[config.mk]
export PLATFORM = sky130hd
export DESIGN_NAME = pipe_stall_regs
export DESIGN_NICKNAME = d
export VERILOG_FILES = /design/src/rtl/pipe_stall_regs_pkg.sv /design/src/rtl/pipe_stall_regs_pipe_reg.sv /design/src/rtl/pipe_stall_regs.sv
export SDC_FILE = /design/constraint.sdc
export NUM_CORES = 1
export LEC_CHECK = 0
export CAP_MARGIN = 5
export CORE_ASPECT_RATIO = 1.2
export CORE_MARGIN = 1.5
export CORE_UTILIZATION = 40
export DETAILED_ROUTE_END_ITERATION = 7
export PLACE_DENSITY_LB_ADDON = 0.15
export SYNTH_ARGS = -nofsm -noshare
export SYNTH_HDL_FRONTEND = slang
export SYNTH_SLANG_ARGS = --single-unit
[constraint.sdc]
create_clock -name clk -period 4 [get_ports clk]
set_clock_uncertainty 0.05 [all_clocks]
set_input_delay 0.4 -clock clk [delete_from_list [all_inputs] [get_ports clk]]
set_output_delay 0.4 -clock clk [all_outputs]
set_load 0.02 [all_outputs]
[src/rtl/pipe_stall_regs_pkg.sv]
// Shared constants and types for the PC / IF/ID / ID/EX register slice.
package pipe_stall_regs_pkg;

  localparam int          REG_W     = 5;
  localparam int          RS1_LSB   = 15;
  localparam int          RS2_LSB   = 20;
  localparam logic [31:0] NOP_INSTR = 32'h0000_0013;  // addi x0, x0, 0

  // ID/EX control payload; valid marks a real instruction rather than a bubble.
  typedef struct packed {
    logic [REG_W-1:0] rd;
    logic             memread;
    logic             memwrite;
    logic             regwrite;
    logic             valid;
  } idex_t;

endpackage

[src/rtl/pipe_stall_regs_pipe_reg.sv]
// Generic pipeline register: async reset value, synchronous clear-to-value, load enable.
module pipe_reg #(
  parameter int           W       = 32,
  parameter logic [W-1:0] RST_VAL = '0
) (
  input  logic         clk,
  input  logic         rst,
  input  logic         en,
  input  logic         clr,
  input  logic [W-1:0] clr_val,
  input  logic [W-1:0] d,
  output logic [W-1:0] q
);

  // NOTE: state registers use non-blocking assignment so every register samples pre-edge values.
  always_ff @(posedge clk or posedge rst) begin
    if (rst)      q <= RST_VAL;
    else if (clr) q <= clr_val;
    else if (en)  q <= d;
  end

endmodule

[src/rtl/pipe_stall_regs.sv]
// PC, IF/ID and ID/EX registers driven by the hazard unit and the EX-stage branch flush.
module pipe_stall_regs
  import pipe_stall_regs_pkg::*;
#(
  parameter int              XLEN     = 32,
  parameter logic [XLEN-1:0] RESET_PC = '0,
  parameter int              CNT_W    = 16
) (
  input  logic             clk,
  input  logic             rst,
  input  logic             pc_write,
  input  logic             ifid_write,
  input  logic             stall,
  input  logic             flush,
  input  logic [XLEN-1:0]  branch_target,
  input  logic [31:0]      imem_instr,
  input  logic [4:0]       id_rd,
  input  logic             id_memread,
  input  logic             id_memwrite,
  input  logic             id_regwrite,
  output logic [XLEN-1:0]  pc_out,
  output logic [XLEN-1:0]  ifid_pc,
  output logic [31:0]      ifid_instr,
  output logic             ifid_valid,
  output logic [4:0]       ifid_rs1,
  output logic [4:0]       ifid_rs2,
  output logic [4:0]       indec_rd,
  output logic             indec_memread,
  output logic             indec_memwrite,
  output logic             indec_regwrite,
  output logic             indec_valid,
  output logic [CNT_W-1:0] stall_count
);

  localparam int              IFID_W     = XLEN + 33;
  localparam logic [IFID_W-1:0] IFID_EMPTY = {{XLEN{1'b0}}, NOP_INSTR, 1'b0};

  // PC: flush redirect wins over sequential advance.
  pipe_reg #(.W(XLEN), .RST_VAL(RESET_PC)) u_pc (
    .clk     (clk),
    .rst     (rst),
    .en      (pc_write),
    .clr     (flush),
    .clr_val (branch_target),
    .d       (pc_out + XLEN'(4)),
    .q       (pc_out)
  );

  logic [IFID_W-1:0] ifid_q;

  pipe_reg #(.W(IFID_W), .RST_VAL(IFID_EMPTY)) u_ifid (
    .clk     (clk),
    .rst     (rst),
    .en      (ifid_write),
    .clr     (flush),
    .clr_val (IFID_EMPTY),
    .d       ({pc_out, imem_instr, 1'b1}),
    .q       (ifid_q)
  );

  assign {ifid_pc, ifid_instr, ifid_valid} = ifid_q;
  assign ifid_rs1 = ifid_valid ? ifid_instr[RS1_LSB +: REG_W] : '0;
  assign ifid_rs2 = ifid_valid ? ifid_instr[RS2_LSB +: REG_W] : '0;

  // A bubble in IF/ID must not carry decoded control into EX.
  idex_t idex_d;
  idex_t idex_q;

  always_comb begin
    idex_d = '0;
    if (ifid_valid) begin
      idex_d.rd       = id_rd;
      idex_d.memread  = id_memread;
      idex_d.memwrite = id_memwrite;
      idex_d.regwrite = id_regwrite;
      idex_d.valid    = 1'b1;
    end
  end

  pipe_reg #(.W($bits(idex_t)), .RST_VAL('0)) u_idex (
    .clk     (clk),
    .rst     (rst),
    .en      (1'b1),
    .clr     (flush | stall),
    .clr_val ('0),
    .d       (idex_d),
    .q       (idex_q)
  );

  assign indec_rd       = idex_q.rd;
  assign indec_memread  = idex_q.memread;
  assign indec_memwrite = idex_q.memwrite;
  assign indec_regwrite = idex_q.regwrite;
  assign indec_valid    = idex_q.valid;

  // Counts stall bubbles only; a flush in the same cycle means no bubble was due to stall.
  always_ff @(posedge clk or posedge rst) begin
    if (rst)
      stall_count <= '0;
    else if (stall && !flush && (stall_count != '1))
      stall_count <= stall_count + CNT_W'(1);
  end

endmodule

### After elaboration in Yosys (flattened, before gate mapping)

Cells that the tools add are included.

| storage, ports and cells | value |
|---|---|
| register bits | 122 |
| logic and storage cells | 21 |

| cells by class | value |
|---|---|
| $add $sub $neg | 2 |
| eq/ne operators | 1 |
| mux-type cells | 8 |
| bitwise gates (word level) | 1 |
| reduce and logical (&&, ||, !) cells | 5 |

Operator list:

| kind | count |
|---|---|
| $mux W65 | 2 |
| $mux W32 | 2 |
| $add A32 B3 Y32 const B | 1 |
| $mux W9 | 2 |
| $add A16 B1 Y16 const B | 1 |
| $ne A16 B16 Y1 const B | 1 |
| $mux W5 | 2 |
| $reduce_bool A2 Y1 | 2 |
| $logic_and A1 B1 Y1 | 2 |
| $logic_not A1 Y1 | 1 |
| $or A1 B1 Y1 | 1 |

### Logic depth before layout (Yosys ltp)

Gate-level depths: netlist of run 1.

| logic depth | value |
|---|---|
| word-level depth | 3 |
| depth in mapped cells | 6 |
| depth with buffers taken out | 5 |

### Cells and area by module

Synthesis of run 1 repeated with hierarchy kept, for this count alone.

| second synthesis, totals | value |
|---|---|
| cells, all modules | 640 |
| area, all modules | 6,535.0 sq um |

Modules (own cells, without submodules):

| module | times used | cells an instance | area each (sq um) |
|---|---|---|---|
| pipe_reg at u_ifid | 1 | 282 | 3,039.2 |
| pipe_stall_regs | 1 | 178 | 1,541.5 |
| pipe_reg at u_pc | 1 | 140 | 1,519.0 |
| pipe_reg at u_idex | 1 | 40 | 435.4 |

### Least setup slack after synthesis of run 1

Ideal clock, no wire load.

| path | value |
|---|---|
| kind | flip-flop to flip-flop |
| start | register u_pc.q[2] |
| end | register u_pc.q[18] |
| library setup time | 0.126 ns |
| data arrival time | 1.724 ns |
| data required time | 3.824 ns |
| setup slack | 2.100 ns |
| cell stages (with the launch flop) | 7 |
| cell sequence | dfrtp_1 > ha_1 > and3_1 > nand4_2 > buf_2 > or2_0 > a221o_1 |

| between the ends | value |
|---|---|
| word-level cells in the longest chain between the ends | 3 |

RTL lines:

| what | RTL line | source |
|---|---|---|
| start: declaration | pipe_stall_regs_pipe_reg.sv:12 | `output logic [W-1:0] q` |
| start signal: assignment | pipe_stall_regs_pipe_reg.sv:18 | `else if (clr) q <= clr_val;` |
| $add A32 B3 Y32 | pipe_stall_regs.sv:45 | `.d (pc_out + XLEN'(4)),` |
| $mux W32 | pipe_stall_regs_pipe_reg.sv:19 | `else if (en) q <= d;` |
| $mux W32 | pipe_stall_regs_pipe_reg.sv:18 |  |

Every way passes these cells. The select of a mux whose other input is x is not followed.
A chain may end at the register's enable or synchronous reset.

### Final worst setup path of run 1

| path | value |
|---|---|
| start | register u_ifid.q[0] |
| end | output port ifid_rs1[2] |

| between the ends | value |
|---|---|
| word-level cells in the longest chain between the ends | 1 |

RTL lines:

| what | RTL line | source |
|---|---|---|
| start: declaration | pipe_stall_regs_pipe_reg.sv:12 |  |
| start signal: assignment | pipe_stall_regs_pipe_reg.sv:18 |  |
| $mux W5 | pipe_stall_regs.sv:62 | `assign ifid_rs1 = ifid_valid ? ifid_instr[RS1_LSB +: REG_W] : '0;` |
| end: declaration | pipe_stall_regs.sv:25 | `output logic [4:0] ifid_rs1,` |

Every way passes these cells.

==> results of run 1 <==
[final cells by class]
type | instances | area [um^2] | area share, %
timing repair buffer | 212 | 2120 | 25.2
multi-input combinational | 362 | 2370 | 28.1
inverter | 7 | 28.8 | 0.342
clock buffer | 22 | 454 | 5.40
clock inverter | 9 | 170 | 2.02
sequential | 122 | 3060 | 36.3
tap | 171 | 214 | 2.54
[power by group through the flow]
stage	sequential (mW)	clock, mW	combinational, mW
floorplan	1.58	0	0.233
global placement	1.48	0	0.692
detailed placement	1.49	0	0.701
CTS	1.47	1.67	0.707
global route	1.49	1.72	0.748
finish	1.47	1.63	0.696
[flip-flops by register name, summed over array words and instances (netlist names)]
name         count
u_ifid.q        65
u_idex.q         9
stall_count     16
u_pc.q          32
[worst max-delay path, stage by stage, from the launching register on]
cell and delay (ns):
dfrtp_1 0.57, and2_1 0.20, clkdlybuf4s50_1 0.60
[cell usage in the layout (no fill, tap or decap), drive strengths merged, types with 14 or more instances in the layout]
master	count
o21ai	21
or4	14
nor2	81
mux2i	65
nand2	35
a31oi	16
dfrtp	119
clkdlybuf4s50	207
nand4	15
xnor2	20
and2	20
clkbuf	22
[cells by family after synthesis]
kind of cell,count (synthesis),share of synthesized area (%)
flip-flops,122,54.8
multiplexers,69,12.5
buffers and inverters,36,2.76
adder cells (fa/ha/maj),2,0.448
AO/OA/AOI/OAI,57,6.41
AND/OR/NAND/NOR,209,19.2
XOR/XNOR,25,3.92
[metrics by stage]
step | util, % | cells | hold slack, ns | instance area (um^2)
final | 61.4 | 905 | 0.403 | 8410
after global routing | 61.4 | 905 | 0.431 | 8410
after CTS | 61.4 | 905 | 0.404 | 8410
after detailed placement | 56.9 | 874 | 0.444 | 7790
after global placement | 56.9 | 874 | 0.430 | 7790
after floorplan | - | 520 | 0.470 | 5580
[routing by layer]
layer | vias to the layer above | global-route usage, % | share of wire, %
met4 | 0 | 9.19 | 1.9
met2 | 151 | 37.0 | 52
met1 | 2329 | 25.0 | 41
li1 | 2241 | - | -
met5 | - | 0 | 0
met3 | 21 | 5.47 | 5.8
[path summary, 6_finish.rpt]
kind,slack (ns),depth (start not counted),end,startpoint
max reg2reg,1.86,5,u_pc.q[24]$_DFFE_PP0N_,u_pc.q[2]$_DFFE_PP0N_
max in group asynchronous,2.67,3,stall_count[10]$_DFFE_PP0P_,rst
min reg2reg,0.45,1,stall_count[14]$_DFFE_PP0P_,stall_count[14]$_DFFE_PP0P_
min,0.40,2,u_ifid.q[15]$_DFFE_PP0P_,rst
min in group clk,0.41,2,u_ifid.q[54]$_DFFE_PP0P_,flush
max,1.76,2,ifid_rs1[2],u_ifid.q[0]$_DFFE_PP0P_
==> results by group, run 1 <==
Outcome
  • Status: complete, no violations

Power
  • Peak supply drop: 0.262 mV
  • Switching Share: around a quarter
  • Internal power consumption: approximately 2.8 mW
  • Pwr per Cell Area: ~450 nW/um^2
  • Leakage power: 3.65 nW
  • Pwr Total: around 3.8 mW
  • Clock Power Share: between 40% and 50%
  • Gate power share: ~18%
  • Psw: 0.995 mW
  • Sequential share of power: 38.7%

Timing
  • Setup tns final: 0 ns
  • Max transition margin: between 20% and 30%
  • Hold Vio Cnt, Final: 0
  • Least-Margin Pin Slew: around 1.1 ns
  • Setup violators final: 0
  • RSZ-0062 raised after global routing: false
  • Fin crit period: 2.24 ns
  • Slew Limit Fails: 0
  • Final setup margin: ~1.8 ns
  • Max Clock Freq: 446 MHz
  • Final Cycle Share: a little under three fifths

Drt
  • Antenna-violating nets left: 0
  • Vias post-DR: around 4.7k
  • Residual DRC: 0
  • Drt first pass iters: 4
  • Iteration-0 DRC Markers: between 200 and 250
  • Vias/cell: 5.24
  • Total wire length: 15.4 mm
  • WL/cell: about 17 um

GRT
  • Largest net degree at the start of global routing: 71
  • Initial antenna violation count: 0
  • All-Layer GR Usage: 21.3%
  • Vias in the first global route: approximately 4.8k
  • GRT overflow: 0
  • First-pass GRT wire length: around 25 mm

Floorplanning
  • Die extent in x: 111 um
  • Die area: roughly 15000 um^2
  • Initial Util: around 41%
  • Placement row count: 47
  • Die height: between 100 and 150 um
  • I/O pins: 210
  • Core box area: between 10000 and 15000 um^2

Logic synthesis
  • Syn_area_per_cell: ~11 um^2
  • Unique masters post-synth: 42
  • Top-count cell post-synth: dfrtp_1
  • Synth top area cells: dfrtp_1, mux2i_1, nor2_1
  • Syn Inst Count: between 500 and 600
  • Ys async rst share: 100%
  • Synth Cell Area: approximately 5600 um^2
  • Top_reg_cell synth: dfrtp_1
  • EDFF count, synth: 0
  • Most frequent cells after synthesis: dfrtp_1, nor2_1, mux2i_1
  • Synthesized Nets: 600
  • Post-synth top area cell: dfrtp_1
  • Ys Warns: 0
  • Flops & latches, synth: 122
  • Post-synthesis sequential area ratio: 54.8%
  • Yosys top cell area share: a little over half

Setup path
  • Critical Path Start Type: flop
  • WS Path Type: reg2out
  • WP data arrival: approximately 1.8 ns
  • Worst endpoint required time: approximately 3.6 ns
  • Critical Path Sink Type: output pin
  • Max Fanout on Critical Path: 13

CTS
  • Max clock buf depth: 2
  • Reg clk slew, reported paths: 0.05 ns
  • CTS buffer count: 17
  • Post-CTS Hold Buffers: 0
  • CTS root buf: clkbuf_16
  • Post-cts sizing count: 0
  • CTS H-Tree Depth: 4
  • CTS sink cnt: ~120
  • Latest clock arrival within the worst-skew pair: about 0.41 ns
  • Post-CTS setup buffers: 0
  • CTS tree: built

Layout
  • Antenna diodes: 0
  • Filler instances: around 1.2k
  • Layout cells sized above 1: under 10%
  • Layout area overhead: 50.8%
  • Final nets: 802

Place
  • DP Worst Slack: about 1.5 ns
  • Placer Congestion: a little under 0.8
  • I/O Buffers: between 200 and 250
  • DP Wirelength: approximately 11 mm

Min path
  • Hold crit path type: in2async

Run
  • Max-Cap Viols: 0
No activity file was read; power rests on OpenSTA's default activity.
==> inputs of run 2 (changes only) <==
==> constraint.sdc (replaced) <==
create_clock -name clk -period 2 [get_ports clk]
set_clock_uncertainty 0.05 [all_clocks]
set_input_delay 0.2 -clock clk [delete_from_list [all_inputs] [get_ports clk]]
set_output_delay 0.2 -clock clk [all_outputs]
set_load 0.02 [all_outputs]
==> results by group, run 2 (synthesis gave the netlist of run 1 again) <==
Drt
  • Vias post-DR: 4950 (+4.4%)
  • Antenna-violating nets left: 0 (unchanged)
  • Total wire length: 16.0 mm (+3.9%)
  • Iteration-0 DRC Markers: 191 (-23%)
  • Vias/cell: 5.25 (+0.18%)
  • Drt first pass iters: 4 (unchanged)
  • Residual DRC: 0 (unchanged)
  • WL/cell: 16.9 um (-0.26%)

GRT
  • All-Layer GR Usage: 22.3% (+1.0 points)
  • Largest net degree at the start of global routing: 64 (-9.9%)
  • GRT overflow: 0 (unchanged)
  • First-pass GRT wire length: 26.1 mm (+4.8%)
  • Vias in the first global route: 5066 (+5.5%)
  • Initial antenna violation count: 0 (unchanged)

Timing
  • Final Cycle Share: a little over nine tenths
  • Final setup margin: 0.0895 ns (-1.67 ns)
  • Max transition margin: 70.9% (+45 points)
  • Hold Vio Cnt, Final: 0 (unchanged)
  • Least-Margin Pin Slew: 0.436 ns (-0.670 ns)
  • Setup violators final: 0 (unchanged)
  • Max Clock Freq: between 500 and 600 MHz
  • Fin crit period: between 1.5 and 2 ns
  • RSZ-0062 raised after global routing: false
  • Slew Limit Fails: 0 (unchanged)

Layout
  • Biggest register: u_ifid.q
  • Largest register FFs: 65 (unchanged)
  • Commonest non-fill, non-tap cell in the layout: clkdlybuf4s50_1
  • Final std cells w/o fill: 943 (+4.2%)
  • Final nets: 840 (+4.7%)
  • Antenna diodes: 0 (unchanged)
  • FF+latch area: 3060 um^2 (about the same)
  • Multi-input logic area: 2380 um^2 (+0.37%)
  • Layout area overhead: 56.0%
  • Filler instances: 1152 (-1.2%)
  • Layout cells sized above 1: 11.4% (+5.0 points)
  • Final Cell Area: 8700 um^2 (+3.4%)
  • Commonest cells after routing, fill and taps aside: clkdlybuf4s50_1, dfrtp_1, nor2_1
  • Largest registers: u_ifid.q: 65 flops, u_pc.q: 32 flops, stall_count: 16 flops

Min path
  • Cell depth of the worst hold path: 2
  • Worst Hold Endpoint: u_ifid.q[57]$_DFFE_PP0P_
  • Hold crit path type: in2reg
  • Hold Startpoint: flush

Place
  • Placed cell count: 912 (+4.3%)
  • Post-DP Area: 8110 um^2 (+4.2%)
  • DP Wirelength: 11.5 mm (+6.5%)
  • Placer Congestion: 0.811 (+2.4%)
  • I/O Buffers: 209 (unchanged)
  • DP Worst Slack: -0.0795 ns (-1.56 ns)

CTS
  • Max clock buf depth: 2 (unchanged)
  • Post-CTS Hold Buffers: 0 (unchanged)
  • Reg clk slew, reported paths: 0.05 ns (about the same)
  • CTS sink cnt: 122 (unchanged)
  • CTS H-Tree Depth: 4 (unchanged)
  • CTS root buf: clkbuf_16
  • CTS buffer count: 17 (unchanged)
  • Post-CTS setup buffers: 0 (unchanged)
  • Latest clock arrival within the worst-skew pair: 0.41 ns (about the same)
  • CTS tree: built

Setup path
  • Flop2flop setup slack: 0.13 ns (-1.73 ns)
  • Max Fanout on Critical Path: 13 (unchanged)
  • WP data arrival: 1.66 ns (-0.13 ns)
  • Critical Path Start Type: flop
  • Worst R2R End: u_pc.q[16]$_DFFE_PP0N_
  • Worst endpoint required time: 1.75 ns (-1.80 ns)
  • Crit path launch: u_ifid.q[0]$_DFFE_PP0P_
  • R2r startpoint: u_pc.q[3]$_DFFE_PP0N_
  • Critical Path Sink Type: output pin
  • WS Path Type: reg2out
  • Path depth of the worst reg2reg path: 6 (+1)

Floorplanning
  • Die area: 14700 um^2 (unchanged)
  • Core box area: 13700 um^2 (unchanged)
  • Initial Util: 40.7% (unchanged)
  • Die height: 132 um (unchanged)
  • Die extent in x: 111 um (unchanged)
  • Placement row count: 47 (unchanged)
  • I/O pins: 210 (unchanged)

Power
  • Pwr Total: 7.41 mW (+95%)
  • Leakage power: 3.81 nW (+4.3%)
  • Peak supply drop: 0.522 mV (+100%)
  • Pwr per Cell Area: 852 nW/um^2 (+88%)

Run
  • Max-Cap Viols: 0 (unchanged)

Outcome
  • Status: complete, no violations
-- run 2: report_power, final --
group          switching [mW]  internal [mW]
Clock                    1.04           1.95
Sequential              0.204           2.68
Combinational           0.766          0.779
-- run 2: repair_timing --
| action | 4_1_cts | 5_1_grt |
|---|---|---|
| endpoints found under the setup margin | 10 | 1 |
| pin swaps | 0 | 0 |
| resized for setup | 1 | 1 |
-- run 2: through the flow --
stage | TNS [ns] | util (%) | hold WS [ns]
global route | 0 | 63.5 | 0.107
floorplan | 0 | - | 0.270
finish | 0 | 63.5 | 0.103
global placement | -0.0486 | 59.2 | 0.429
detailed placement | -0.320 | 59.2 | 0.453
CTS | 0 | 63.5 | 0.0979
-- run 2: worst max-delay path by stage --
stage,endpoint,cells past startpoint
floorplan,u_pc.q[18]$_DFFE_PP0N_,6
global placement,u_pc.q[25]$_DFFE_PP0N_,5
detailed placement,u_pc.q[25]$_DFFE_PP0N_,5
CTS,ifid_rs2[3],2
global route,ifid_rs2[3],2
finish,ifid_rs2[3],2
-- run 2: metal layers --
layer	part of all wire (%)	GRT usage, %	wire length [um]
met4	1.9	8.97	304
met5	0	0	0
met2	52	39.0	8260
met1	40	26.0	6410
met3	6.2	6.16	987
-- run 2: cell type report --
type	count	share of cell area, %
clock buffer	23	5.61
clock inverter	8	1.06
inverter	7	0.345
multi-input combinational	362	27.3
sequential	122	35.1
tap	171	2.46
timing repair buffer	250	28.1
-- run 2: worst max-delay path, cell delays in order, from the launching register on --
cell	delay [ns]
dfrtp_2	0.48
and2_1	0.16
clkdlybuf4s50_1	0.60
==> inputs of run 3 (changes only) <==
--- a/config.mk
+++ b/config.mk
@@ -9,8 +9,9 @@
 export CORE_ASPECT_RATIO = 1.2
 export CORE_MARGIN = 1.5
 export CORE_UTILIZATION = 40
+export CTS_CLUSTER_DIAMETER = 30
 export DETAILED_ROUTE_END_ITERATION = 7
-export PLACE_DENSITY_LB_ADDON = 0.15
+export PLACE_DENSITY = 0.83
 export SYNTH_ARGS = -nofsm -noshare
 export SYNTH_HDL_FRONTEND = slang
 export SYNTH_SLANG_ARGS = --single-unit
==> results by group, run 3 (synthesis gave the netlist of run 1 again) <==
Run
  • Max-Cap Viols: 0 (unchanged)

CTS
  • CTS H-Tree Depth: 4 (unchanged)
  • Post-CTS Hold Buffers: 0 (unchanged)
  • Max clock buf depth: 2 (unchanged)
  • Latest clock arrival within the worst-skew pair: 0.41 ns (about the same)
  • CTS sink cnt: 122 (unchanged)
  • Reg clk slew, reported paths: 0.05 ns (about the same)
  • CTS root buf: clkbuf_16
  • CTS buffer count: 17 (unchanged)
  • CTS tree: built
  • Post-CTS setup buffers: 0 (unchanged)

Setup path
  • CP max stage cell: clkdlybuf4s50_1
  • Max Fanout on Critical Path: 13 (unchanged)
  • CP top delay family: buffers and inverters
  • Buffers & Inverters on Critical Path: 1 (unchanged)
  • CP peak stage delay: 0.61 ns (about the same)
  • Worst path cell trace: and2_1 -> clkdlybuf4s50_1
  • Critical Path Sink Type: output pin
  • WS Path Type: reg2out
  • Worst endpoint required time: 1.75 ns (about the same)
  • WP data arrival: 1.68 ns (+0.02 ns)
  • Critical Path Start Type: flop

Power
  • Leakage power: 3.83 nW (+0.42%)
  • Peak supply drop: 0.551 mV (+5.5%)
  • Pwr per Cell Area: 905 nW/um^2 (+6.2%)

Drt
  • Iteration-0 DRC Markers: 308 (+61%)
  • WL/cell: 17.2 um (+1.7%)
  • Antenna-violating nets left: 0 (unchanged)
  • Vias/cell: 5.34 (+1.8%)
  • Residual DRC: 0 (unchanged)
  • Vias post-DR: 5032 (+1.7%)
  • Drt first pass iters: 5 (+1)
  • Total wire length: 16.2 mm (+1.6%)

Layout
  • Commonest non-fill, non-tap cell in the layout: clkdlybuf4s50_1
  • Commonest cells after routing, fill and taps aside: clkdlybuf4s50_1, dfrtp_1, nor2_1
  • Final nets: 838 (-0.24%)
  • Final std cells w/o fill: 942 (-0.11%)
  • Largest registers: u_ifid.q: 65 flops, u_pc.q: 32 flops, stall_count: 16 flops
  • Biggest register: u_ifid.q
  • Final Util: 64.2% (+0.64 points)
  • Multi-input logic area: 2390 um^2 (+0.42%)
  • Largest register FFs: 65 (unchanged)
  • Antenna diodes: 0 (unchanged)
  • FF+latch area: 3060 um^2 (about the same)
  • Layout area overhead: 57.6%
  • Filler instances: 1081 (-6.2%)
  • Layout cells sized above 1: 11.8% (+0.40 points)

GRT
  • Largest net degree at the start of global routing: 80 (+25%)
  • GRT overflow: 0 (unchanged)
  • All-Layer GR Usage: 22.8% (+0.43 points)
  • Vias in the first global route: 5373 (+6.1%)
  • Initial antenna violation count: 0 (unchanged)
  • First-pass GRT wire length: 26.8 mm (+2.9%)

Floorplanning
  • Placement row count: 47 (unchanged)
  • Die height: 132 um (unchanged)
  • I/O pins: 210 (unchanged)
  • Die extent in x: 111 um (unchanged)
  • Initial Util: 40.7% (unchanged)
  • Core box area: 13700 um^2 (unchanged)
  • Die area: 14700 um^2 (unchanged)

Place
  • Placer Congestion: 0.817 (+0.80%)
  • I/O Buffers: 209 (unchanged)
  • DP Wirelength: 11.5 mm (about the same)
  • Placed cell count: 910 (-0.22%)

Min path
  • Hold crit path type: in2reg

Timing
  • Final Hold Slack: 0.102 ns (-0.000592 ns)
  • Setup violators final: 0 (unchanged)
  • Max transition margin: 64.7% (-6.2 points)
  • RSZ-0062 raised after global routing: false
  • Least-Margin Pin Slew: 0.530 ns (+0.0939 ns)
  • Max Clock Freq: 519 MHz (-0.80%)
  • Hold Vio Cnt, Final: 0 (unchanged)
  • Final Cycle Share: 96.3% (+0.77 points)
  • Fin crit period: 1.93 ns (+0.0155 ns)
  • Slew Limit Fails: 0 (unchanged)

Outcome
  • Status: complete, no violations
-- run 3: cell count changes in the layout (fill, tap and decap cells not counted) --
cell,change
and3_1,-1
and3_2,+1
buf_12,-1
buf_4,-1
bufinv_16,+4
clkbuf_1,-2
clkbuf_8,-1
clkinv_2,-2
clkinvlp_4,+2
dfrtp_1,-1
dfrtp_2,+1
nand4_2,-1
nand4_4,+1
-- run 3: final timing paths --
path                                        startpoint                          end  slack [ns]  cells after the start
setup / recovery               u_ifid.q[0]$_DFFE_PP0P_                  ifid_rs1[4]        0.07                      2
hold / removal                                   flush     u_ifid.q[55]$_DFFE_PP0P_        0.10                      2
setup reg to reg                u_pc.q[17]$_DFFE_PP0N_       u_pc.q[24]$_DFFE_PP0N_        0.08                      4
hold reg to reg            stall_count[10]$_DFFE_PP0P_  stall_count[10]$_DFFE_PP0P_        0.45                      1
max in group asynchronous                          rst      u_ifid.q[1]$_DFFE_PP1P_        1.20                      3
min in group asynchronous                          rst     u_ifid.q[62]$_DFFE_PP0P_        0.24                      3
-- run 3: layout make-up --
cell class              count  share of cell area, %
flip-flops and latches    122                   34.8
repair buffers            248                   27.5
multi-input cells         362                   27.2
clock buffers              20                   5.31
clock inverters            12                   2.48
well taps                 171                   2.43
inverters                   7                  0.342
-- run 3: layer usage --
layer | vias up | wire length (um) | track usage [%] | part of all wire (%)
met5 | - | 0 | 0 | 0
met4 | 0 | 493 | 10.8 | 3.0
met3 | 46 | 1030 | 6.16 | 6.4
met2 | 206 | 8440 | 40.0 | 52
met1 | 2471 | 6250 | 25.6 | 39
li1 | 2309 | - | - | -
-- run 3: what timing repair did --
action / 4_1_cts / 5_1_grt
setup endpoints to repair: 10 / 7
gates cloned: 0 / 0
gates resized for setup: 1 / 4
-- run 3: power by group --
part | internal, mW | switching [mW]
combinational | 0.775 | 0.766
sequential | 2.68 | 0.210
clock | 2.43 | 1.10
-- run 3: metrics by stage --
stage                     total power, mW  cell area, um^2  setup slack (ns)  setup TNS [ns]
final                                7.96             8790            0.0741               0
after global routing                 8.27             8790            0.0104               0
after CTS                            8.03             8770           0.00369               0
after detailed placement             4.46             8090            -0.113          -0.689
after global placement               4.42             8090           -0.0932          -0.213
after floorplan                      3.63             5580             0.100               0
